--- src/rtl/cla_pkg.sv ---
// Shared definitions for the digit-serial carry-lookahead adder.
//   state_t   : control FSM states
//   cnt_width : group-counter width, never less than one bit
package cla_pkg;

   typedef enum logic [1:0] {
      IDLE = 2'd0,
      RUN  = 2'd1,
      DONE = 2'd2
   } state_t;

   // Bits needed to count n groups; a single-group adder still keeps a 1-bit counter.
   function automatic int unsigned cnt_width(input int unsigned n);
      if (n <= 1) return 1;
      return $clog2(n);
   endfunction

endpackage

--- src/rtl/cla_group_unit.sv ---
// Combinational GROUP-bit parallel-lookahead adder slice.
//   a, b   : slice operands
//   cin    : slice carry-in
//   sum    : slice sum
//   cout   : carry out of the slice MSB
//   c_msb  : carry into the slice MSB
//   grp_g  : group generate (carry out assuming cin=0)
//   grp_p  : group propagate (all bits propagate)
module cla_group_unit #(
   parameter int unsigned GROUP = 4
) (
   input  logic [GROUP-1:0] a,
   input  logic [GROUP-1:0] b,
   input  logic             cin,
   output logic [GROUP-1:0] sum,
   output logic             cout,
   output logic             c_msb,
   output logic             grp_g,
   output logic             grp_p
);

   logic [GROUP-1:0] g;
   logic [GROUP-1:0] p;
   logic [GROUP:0]   c;
   logic [GROUP:0]   gc;   // gc[0]=cin, gc[k+1]=g[k]: generate terms incl. carry-in
   logic [GROUP-1:0] gterms;

   assign g  = a & b;
   assign p  = a ^ b;
   assign gc = {g, cin};
   assign c[0] = cin;

   // Each carry is a flat sum of products over G/P and cin; no carry feeds another.
   for (genvar i = 0; i < GROUP; i++) begin : g_carry
      logic [i+1:0] terms;
      for (genvar j = 0; j <= i + 1; j++) begin : g_term
         if (j <= i) begin : g_prop
            assign terms[j] = gc[j] & (&p[i:j]);
         end else begin : g_gen
            assign terms[j] = gc[j];
         end
      end
      assign c[i+1] = |terms;
   end

   // Group generate: carry out of the slice with a zero carry-in.
   for (genvar k = 0; k < GROUP; k++) begin : g_grp
      if (k < GROUP - 1) begin : g_prop
         assign gterms[k] = g[k] & (&p[GROUP-1:k+1]);
      end else begin : g_top
         assign gterms[k] = g[k];
      end
   end

   assign grp_g = |gterms;
   assign grp_p = &p;
   assign sum   = p ^ c[GROUP-1:0];
   assign cout  = c[GROUP];
   assign c_msb = c[GROUP-1];

endmodule

--- src/rtl/digit_serial_cla_adder.sv ---
// Digit-serial add/subtract: WIDTH-bit operands processed GROUP bits per clock
// through one lookahead slice, with a registered carry between groups.
//   clk, rst_n           : clock, asynchronous active-low reset
//   in_valid / in_ready  : operand handshake (ready only while idle)
//   in_a, in_b           : operands
//   in_cin, in_sub       : carry-in; sub=1 inverts B (drive cin=1 for A-B)
//   out_valid / out_ready: result handshake, result held under backpressure
//   out_sum, out_cout    : result and carry out of the MSB
//   out_ovf              : signed overflow (carry into MSB ^ carry out of MSB)
//   busy                 : operation in progress or result pending
module digit_serial_cla_adder
   import cla_pkg::*;
#(
   parameter int unsigned WIDTH = 32,
   parameter int unsigned GROUP = 4
) (
   input  logic             clk,
   input  logic             rst_n,
   input  logic             in_valid,
   output logic             in_ready,
   input  logic [WIDTH-1:0] in_a,
   input  logic [WIDTH-1:0] in_b,
   input  logic             in_cin,
   input  logic             in_sub,
   output logic             out_valid,
   input  logic             out_ready,
   output logic [WIDTH-1:0] out_sum,
   output logic             out_cout,
   output logic             out_ovf,
   output logic             busy
);

   localparam int unsigned NGROUPS = WIDTH / GROUP;
   localparam int unsigned CW      = cnt_width(NGROUPS);

   if ((GROUP < 1) || (WIDTH < GROUP) || ((WIDTH % GROUP) != 0)) begin : g_bad_params
      $error("digit_serial_cla_adder: WIDTH must be a non-zero multiple of GROUP");
   end

   state_t           state;
   logic [CW-1:0]    cnt;
   logic [WIDTH-1:0] a_q;
   logic [WIDTH-1:0] b_q;
   logic [WIDTH-1:0] sum_q;
   logic             carry_q;

   logic [WIDTH-1:0] a_nxt;
   logic [WIDTH-1:0] b_nxt;
   logic [WIDTH-1:0] sum_nxt;
   logic [GROUP-1:0] s_sum;
   logic             s_cout;
   logic             s_cmsb;
   logic             s_g;
   logic             s_p;
   logic             last;

   // Lowest group of the shifting operand registers is always the active slice.
   cla_group_unit #(
      .GROUP (GROUP)
   ) u_group (
      .a     (a_q[GROUP-1:0]),
      .b     (b_q[GROUP-1:0]),
      .cin   (carry_q),
      .sum   (s_sum),
      .cout  (s_cout),
      .c_msb (s_cmsb),
      .grp_g (s_g),
      .grp_p (s_p)
   );

   // Operands shift right one group per cycle; slice sums enter from the top,
   // so after NGROUPS steps group k sits at bits [k*GROUP +: GROUP].
   if (NGROUPS > 1) begin : g_multi
      assign a_nxt   = {{GROUP{1'b0}}, a_q[WIDTH-1:GROUP]};
      assign b_nxt   = {{GROUP{1'b0}}, b_q[WIDTH-1:GROUP]};
      assign sum_nxt = {s_sum, sum_q[WIDTH-1:GROUP]};
   end else begin : g_single
      assign a_nxt   = '0;
      assign b_nxt   = '0;
      assign sum_nxt = s_sum;
   end

   assign last    = (cnt == CW'(NGROUPS - 1));
   assign out_sum = sum_q;

   // Control FSM with the datapath registers.
   always_ff @(posedge clk or negedge rst_n) begin
      if (!rst_n) begin
         state     <= IDLE;
         cnt       <= '0;
         a_q       <= '0;
         b_q       <= '0;
         sum_q     <= '0;
         carry_q   <= 1'b0;
         out_valid <= 1'b0;
         out_cout  <= 1'b0;
         out_ovf   <= 1'b0;
         busy      <= 1'b0;
         in_ready  <= 1'b1;
      end else begin
         case (state)
            IDLE: begin
               if (in_valid) begin
                  a_q      <= in_a;
                  b_q      <= in_b ^ {WIDTH{in_sub}};
                  carry_q  <= in_cin;
                  cnt      <= '0;
                  busy     <= 1'b1;
                  in_ready <= 1'b0;
                  state    <= RUN;
               end
            end
            RUN: begin
               a_q     <= a_nxt;
               b_q     <= b_nxt;
               sum_q   <= sum_nxt;
               // Group-level lookahead: same value as the slice carry-out.
               carry_q <= s_g | (s_p & carry_q);
               cnt     <= cnt + CW'(1);
               if (last) begin
                  out_cout  <= s_cout;
                  out_ovf   <= s_cmsb ^ s_cout;
                  out_valid <= 1'b1;
                  state     <= DONE;
               end
            end
            DONE: begin
               if (out_ready) begin
                  out_valid <= 1'b0;
                  busy      <= 1'b0;
                  in_ready  <= 1'b1;
                  state     <= IDLE;
               end
            end
            default: begin
               out_valid <= 1'b0;
               busy      <= 1'b0;
               in_ready  <= 1'b1;
               state     <= IDLE;
            end
         endcase
      end
   end

endmodule

--- config.mk ---
export PLATFORM = sky130hd
export DESIGN_NAME = digit_serial_cla_adder
export DESIGN_NICKNAME = d
export VERILOG_FILES = /design/src/rtl/cla_pkg.sv /design/src/rtl/cla_group_unit.sv /design/src/rtl/digit_serial_cla_adder.sv
export SDC_FILE = /design/constraint.sdc
export NUM_CORES = 1
export LEC_CHECK = 0
export ABC_AREA = 1
export ABC_CLOCK_PERIOD_IN_PS = 2050
export CAP_MARGIN = 20
export CORE_MARGIN = 5
export CORE_UTILIZATION = 40
export CTS_CLUSTER_SIZE = 16
export DETAILED_ROUTE_END_ITERATION = 6
export GPL_TIMING_DRIVEN = 0
export PLACE_DENSITY = 0.76
export SLEW_MARGIN = 20
export SYNTH_ARGS = -nofsm -noshare
export SYNTH_HDL_FRONTEND = slang
export SYNTH_SLANG_ARGS = --single-unit
--- constraint.sdc ---
create_clock -name clk -period 2.05 [get_ports clk]
set_input_delay 0.41 -clock clk [delete_from_list [all_inputs] [get_ports clk]]
set_output_delay 0.41 -clock clk [all_outputs]
set_load 0.01 [all_outputs]
# After elaboration in Yosys (flattened, before gate mapping)
# Index checks and enable logic that the tools add are counted.
# Widths: inputs -> output; s select.
# totals
mem_bits_rw	0
input_bits	70
romBits	0
latchBits	0
memories	0
regBits	107
out_inout_bits	37
# classes
n_reduce_logical	18
n_shift	0
n_addsub	1
n_lt_le_gt_ge	0
eq_ne	6
div_mod_pow	0
bitwise_logic	18
n_mul	0
mux	20
# ops
operator	count
$pmux 32 s2	2
$mux 32	2
$xor 32x32->32	1
$reduce_and 3->1	5
$and 1x1->1	10
$reduce_and 2->1	5
$pmux 1 s3	3
$reduce_or 4->1	2
$xor 4x4->4	2
$mux 1	6
$mux 2	3
$ne 2x2->1 const B	3
$pmux 2 s3	1
$pmux 3 s2	1
$reduce_or 5->1	1
$and 4x4->4	1
$reduce_and 4->1	1
$add 3x1->3 const B	1
$eq 3x3->1 const B	1
$mux 3	1
$reduce_or 3->1	1
$eq 2x1->1 const B	1
$eq 2x2->1 const B	1
$logic_not 2->1	1
6 further kinds	7

# Longest topological paths before layout
# Gate-level depths: netlist of run 1.
# logic_depth
ltp_word	6
mapped_depth	9
ltp_nobuf	9

# Hierarchy
# A second synthesis of run 1 with hierarchy kept.
# unflattened
hier_cells	664
area_unflattened_um2	5195.0
# modules_own_cells
mod	n_inst	area_each_um2	cells_per_inst	seq_area_each_um2
digit_serial_cla_adder	1	4983.5	631	2678.8
cla_group_unit	1	211.5	33	0.0

# Worst setup path before layout of run 1
# OpenSTA, ideal clock, no wires.
# synth_path
path_kind	register to register
start	reg a_q[2]
end	reg out_ovf
stages_incl_launch_ff	8
synth_period_minus_slack_ns	1.311
required_ns	1.933
path_buffers	0
slack_ns	0.739
arrival_ns	1.194
cell_sequence	dfrtp_1 -> ha_1 -> a21oi_1 -> nand3_1 -> inv_1 -> nand2_1 -> nand3_1 -> nand2_1
# synth_between
elab_chain_len	5
elab_cells_between_ends	17
cone_classes	bitwise: 10; reduce/logical: 7
# synth_rtl
element	line_no	rtl
start: declaration	digit_serial_cla_adder.sv:42	logic [WIDTH-1:0] a_q;
start signal: assignment	digit_serial_cla_adder.sv:104	a_q <= in_a;
start signal: assignment	digit_serial_cla_adder.sv:114	a_q <= a_nxt;
$xor 4x4->4	cla_group_unit.sv:29	assign p = a ^ b;
$reduce_and 4->1 (tied with other cells)	cla_group_unit.sv:38	assign terms[j] = gc[j] & (&p[i:j]);
$and 1x1->1	cla_group_unit.sv:38	
$reduce_or 5->1 or $reduce_or 4->1 (tied branches)	cla_group_unit.sv:43	assign c[i+1] = |terms;
$xor 1x1->1 (*)	digit_serial_cla_adder.sv:122	out_ovf <= s_cmsb ^ s_cout;
end signal: assignment	digit_serial_cla_adder.sv:122	
end: declaration	digit_serial_cla_adder.sv:29	output logic out_ovf,
# Every way passes the cells marked *; elsewhere a longest branch is shown, timed or not.
# A chain may end at the register's enable or synchronous reset.

# Worst setup path after layout of run 1
# layout_path
start	reg in_ready
end	out in_ready
# layout_rtl
element	line_no	rtl
start: declaration	digit_serial_cla_adder.sv:20	output logic in_ready,
start signal: assignment	digit_serial_cla_adder.sv:99	in_ready <= 1'b1;
start signal: assignment	digit_serial_cla_adder.sv:109	in_ready <= 1'b0;
start signal: assignment	digit_serial_cla_adder.sv:131	in_ready <= 1'b1;
# No word-level cell between the ends.

==> results_dict.tcl, run 1 <==
set metrics [dict create \
    endpoint "in_ready" \
    synthCells 515 \
    synth_area_um2 4813 \
    cts_root_buffer "clkbuf_16" \
    crit_slowest_cell "dfstp_2" \
    coreArea_um2 11910 \
    gp_congestion 0.8710 \
    portBuffers 105 \
    placed_area_um2 6077 \
    critical_path_cell_count 1 \
    track_usage_pct 18.05 \
    clk_pin_slew_ns 0.07 \
    first_pass_iters 6 \
    final-setup-viol-count 0 \
    switchingPower_uw 3796 \
    hold_path.class "input port to asynchronous set/reset pin" \
    setup.worst_path.start "in_ready" \
    clk_latency_ns 0.34 \
    via_count 3993 \
    synth_nets 592 \
    seqPwrFrac_pct 37.1 \
    multi_input_area_um2 1821 \
    crit_family "flip-flops" \
    final_nets 709 \
    crit_type "flop to primary output" \
    fin_setup_tns_ns 0 \
    rows 40 \
    yosys_warnings 0 \
    layout_worst_path_cycle_share_pct 88.39 \
    worst_pin_slew_ns 0.5728 \
    dieArea_um2 14330 \
    synth_seq_cells 107 \
    viasPerCell 5.100 \
    p_clk_share_pct 18.0 \
    path_buf_inv 1 \
    grt_start_max_net_pins 58 \
    drive_gt1_share_pct 7.862 \
    ios 107 \
    final_area_um2 6380 \
    max_clock_freq_ghz 0.5519 \
    slew_headroom_pct 61.81 \
    p_int_uw 5939 \
    postCtsSetupBuffers 0 \
    grt_pass1_wl_um 20780 \
    max_stage_delay_ns 0.53 \
    path_cells "clkdlybuf4s50_1" \
    drtAntennaViolNets 0 \
    ctsHoldBuffers 0 \
    fillers 1099 \
    startpoint_type "flop" \
    worstPathMaxFanout 2 \
    r2r-start "state[1]" \
    ys_seq_area_share_pct 55.65 \
    numCtsBuffers 9 \
    cts_tree "built" \
    min_period_ns 1.812 \
    hold_ws_ns 0.01453 \
    place_inst 768 \
    worst-r2r-cell-count 7 \
    syn_to_final_growth_pct 32.54 \
    power.density_nw_per_um2 1526 \
    start_util_pct 40.41 \
    finClkSkew_ns 0.006411 \
    crit_arrival_ns 1.40 \
    rsz0062_at_grt "no" \
    drc_errors 0 \
    cp-end-kind "primary output" \
    antenna_found_initial 0 \
    p_sw_share_pct 39.00 \
    status "finished, final reports clean" \
    clock-sinks 107 \
    overflow 0 \
    wl_per_cell_um 15.90 \
    cts_resized 0 \
    maxCapViolations 0 \
    wl_um 12450 \
    post_synth.cell_area_avg_um2 9.346 \
    cts_max_level 3 \
    grt_pass1_vias 4293 \
    dp_hpwl_um 9099 \
    reg2reg_to "b_q[1]" \
    hold_violations 0 \
    fp.dieH_um 119.7 \
    cp_data_required_time_ns 1.64 \
    p_comb_share_pct 44.8 \
    diodes 0 \
    leakagePower_uw 0.002877 \
    seqCellArea_um2 2679 \
    die_w_um 119.7 \
    finalNonFillerCells 783 \
    regToRegSetupSlack_ns 0.49 \
    ir_worst_vdd_v 0.0006451 \
    drtIter0Drc 293 \
    cts_buffer_depth 2 \
    final-max-slew-violation-count 0 \
    ys_types 30 \
]
[power groups by stage]
stage	clock network, µW	registers (µW)	logic (µW)
2_1_floorplan	0	3650	2580
3_3_place_gp	0	3610	4200
3_5_place_dp	0	3660	4370
4_1_cts	1780	3620	4410
5_1_grt	1880	3730	4880
6_report	1760	3620	4360
[Yosys cell counts]
master,number,area [µm²]
dfstp_2,1,26.28
a22o_1,5,43.79
o211ai_1,11,82.58
clkbuf_1,7,26.28
buf_2,14,70.07
o21ai_1,7,35.03
fa_1,1,20.02
ha_1,6,75.07
xnor2_1,33,289.0
o211ai_2,3,37.54
nor2_1,7,26.28
inv_1,38,142.6
o21a_1,1,7.510
nand2_4,1,11.26
a21oi_1,3,15.01
nand2_1,172,645.6
o221ai_1,19,166.4
nor2_4,1,11.26
dfrtp_1,106,2653
nand3_1,27,135.1
nand3_2,1,10.01
nand3b_1,2,15.01
nand4_1,1,6.260
buf_4,7,52.55
o21ai_0,28,140.1
inv_2,5,18.77
a22oi_1,3,22.52
a31oi_1,1,6.260
buf_1,1,3.750
o22ai_1,3,18.77
[how the worst min path moves through the flow]
stage	start	endpoint	slack (ns)	cells after the start
4_1_cts	rst_n	out_sum[27]	0.02	1
2_1_floorplan	rst_n	a_q[0]	0.11	0
6_report	rst_n	out_sum[27]	0.01	1
3_5_place_dp	rst_n	out_ovf	0.40	1
3_3_place_gp	out_sum[3]	out_sum[3]	0.45	2
5_1_grt	rst_n	carry_q	0.04	1
[cells by family after synthesis]
kind of cell,after synthesis,share of synthesized area (%)
AND/OR/NAND/NOR,212,17.88
flip-flops,107,55.65
AO/OA/AOI/OAI,84,11.96
buffers and inverters,72,6.525
XOR/XNOR,33,6.005
adder cells (fa/ha/maj),7,1.976
[cell type report]
class / instances / area share (%)
flip-flops and latches: 107 / 41.99
multi-input cells: 336 / 28.54
repair buffers: 106 / 16.92
clock buffers: 11 / 3.962
well taps: 147 / 2.883
inverters: 43 / 2.530
plain buffers: 29 / 2.393
clock inverters: 4 / 0.7845
[layout by cell type (no fill, tap or decap), types with 11 or more instances in the layout]
master / count
buf_2: 14
clkdlybuf4s50_1: 104
dfrtp_1: 106
inv_1: 38
nand2_1: 172
nand3_1: 27
o211ai_1: 11
o21ai_0: 28
o221ai_1: 19
xnor2_1: 33
[state kept, by name (all words and copies together) (netlist names)]
register and cells:
out_ovf 1, out_valid 1, in_ready 1, out_sum 32, state 2, busy 1, out_cout 1, cnt 3
b_q 32, a_q 32, carry_q 1
[stage by stage]
step | power (µW) | utilization, % | worst slack [ns]
after floorplan | 6233 | - | 0.7385
after global placement | 7814 | 50.78 | -3.313
after detailed placement | 8026 | 51.02 | 0.1037
after CTS | 9814 | 53.56 | 0.2204
after global routing | 10490 | 53.56 | 0.2006
final | 9735 | 53.56 | 0.2380
[routing by layer]
layer / up-vias / GRT usage (%) / wire length, µm
met2: 133 / 29.91 / 6081
met3: 24 / 3.959 / 682
li1: 1918 / - / -
met5: - / 0 / 0
met4: 0 / 7.087 / 236
met1: 1918 / 23.10 / 5452
No activity file was read; power rests on OpenSTA's default activity.
==> run 2: changes to the inputs <==
--- a/config.mk
+++ b/config.mk
@@ -10,7 +10,8 @@
 export CAP_MARGIN = 20
 export CORE_MARGIN = 5
 export CORE_UTILIZATION = 40
-export CTS_CLUSTER_SIZE = 16
+export CTS_CLUSTER_DIAMETER = 80
+export CTS_CLUSTER_SIZE = 10
 export DETAILED_ROUTE_END_ITERATION = 6
 export GPL_TIMING_DRIVEN = 0
 export PLACE_DENSITY = 0.76
==> results of run 2 <==
Final layout, timing and power as in run 1 (identical DEF).
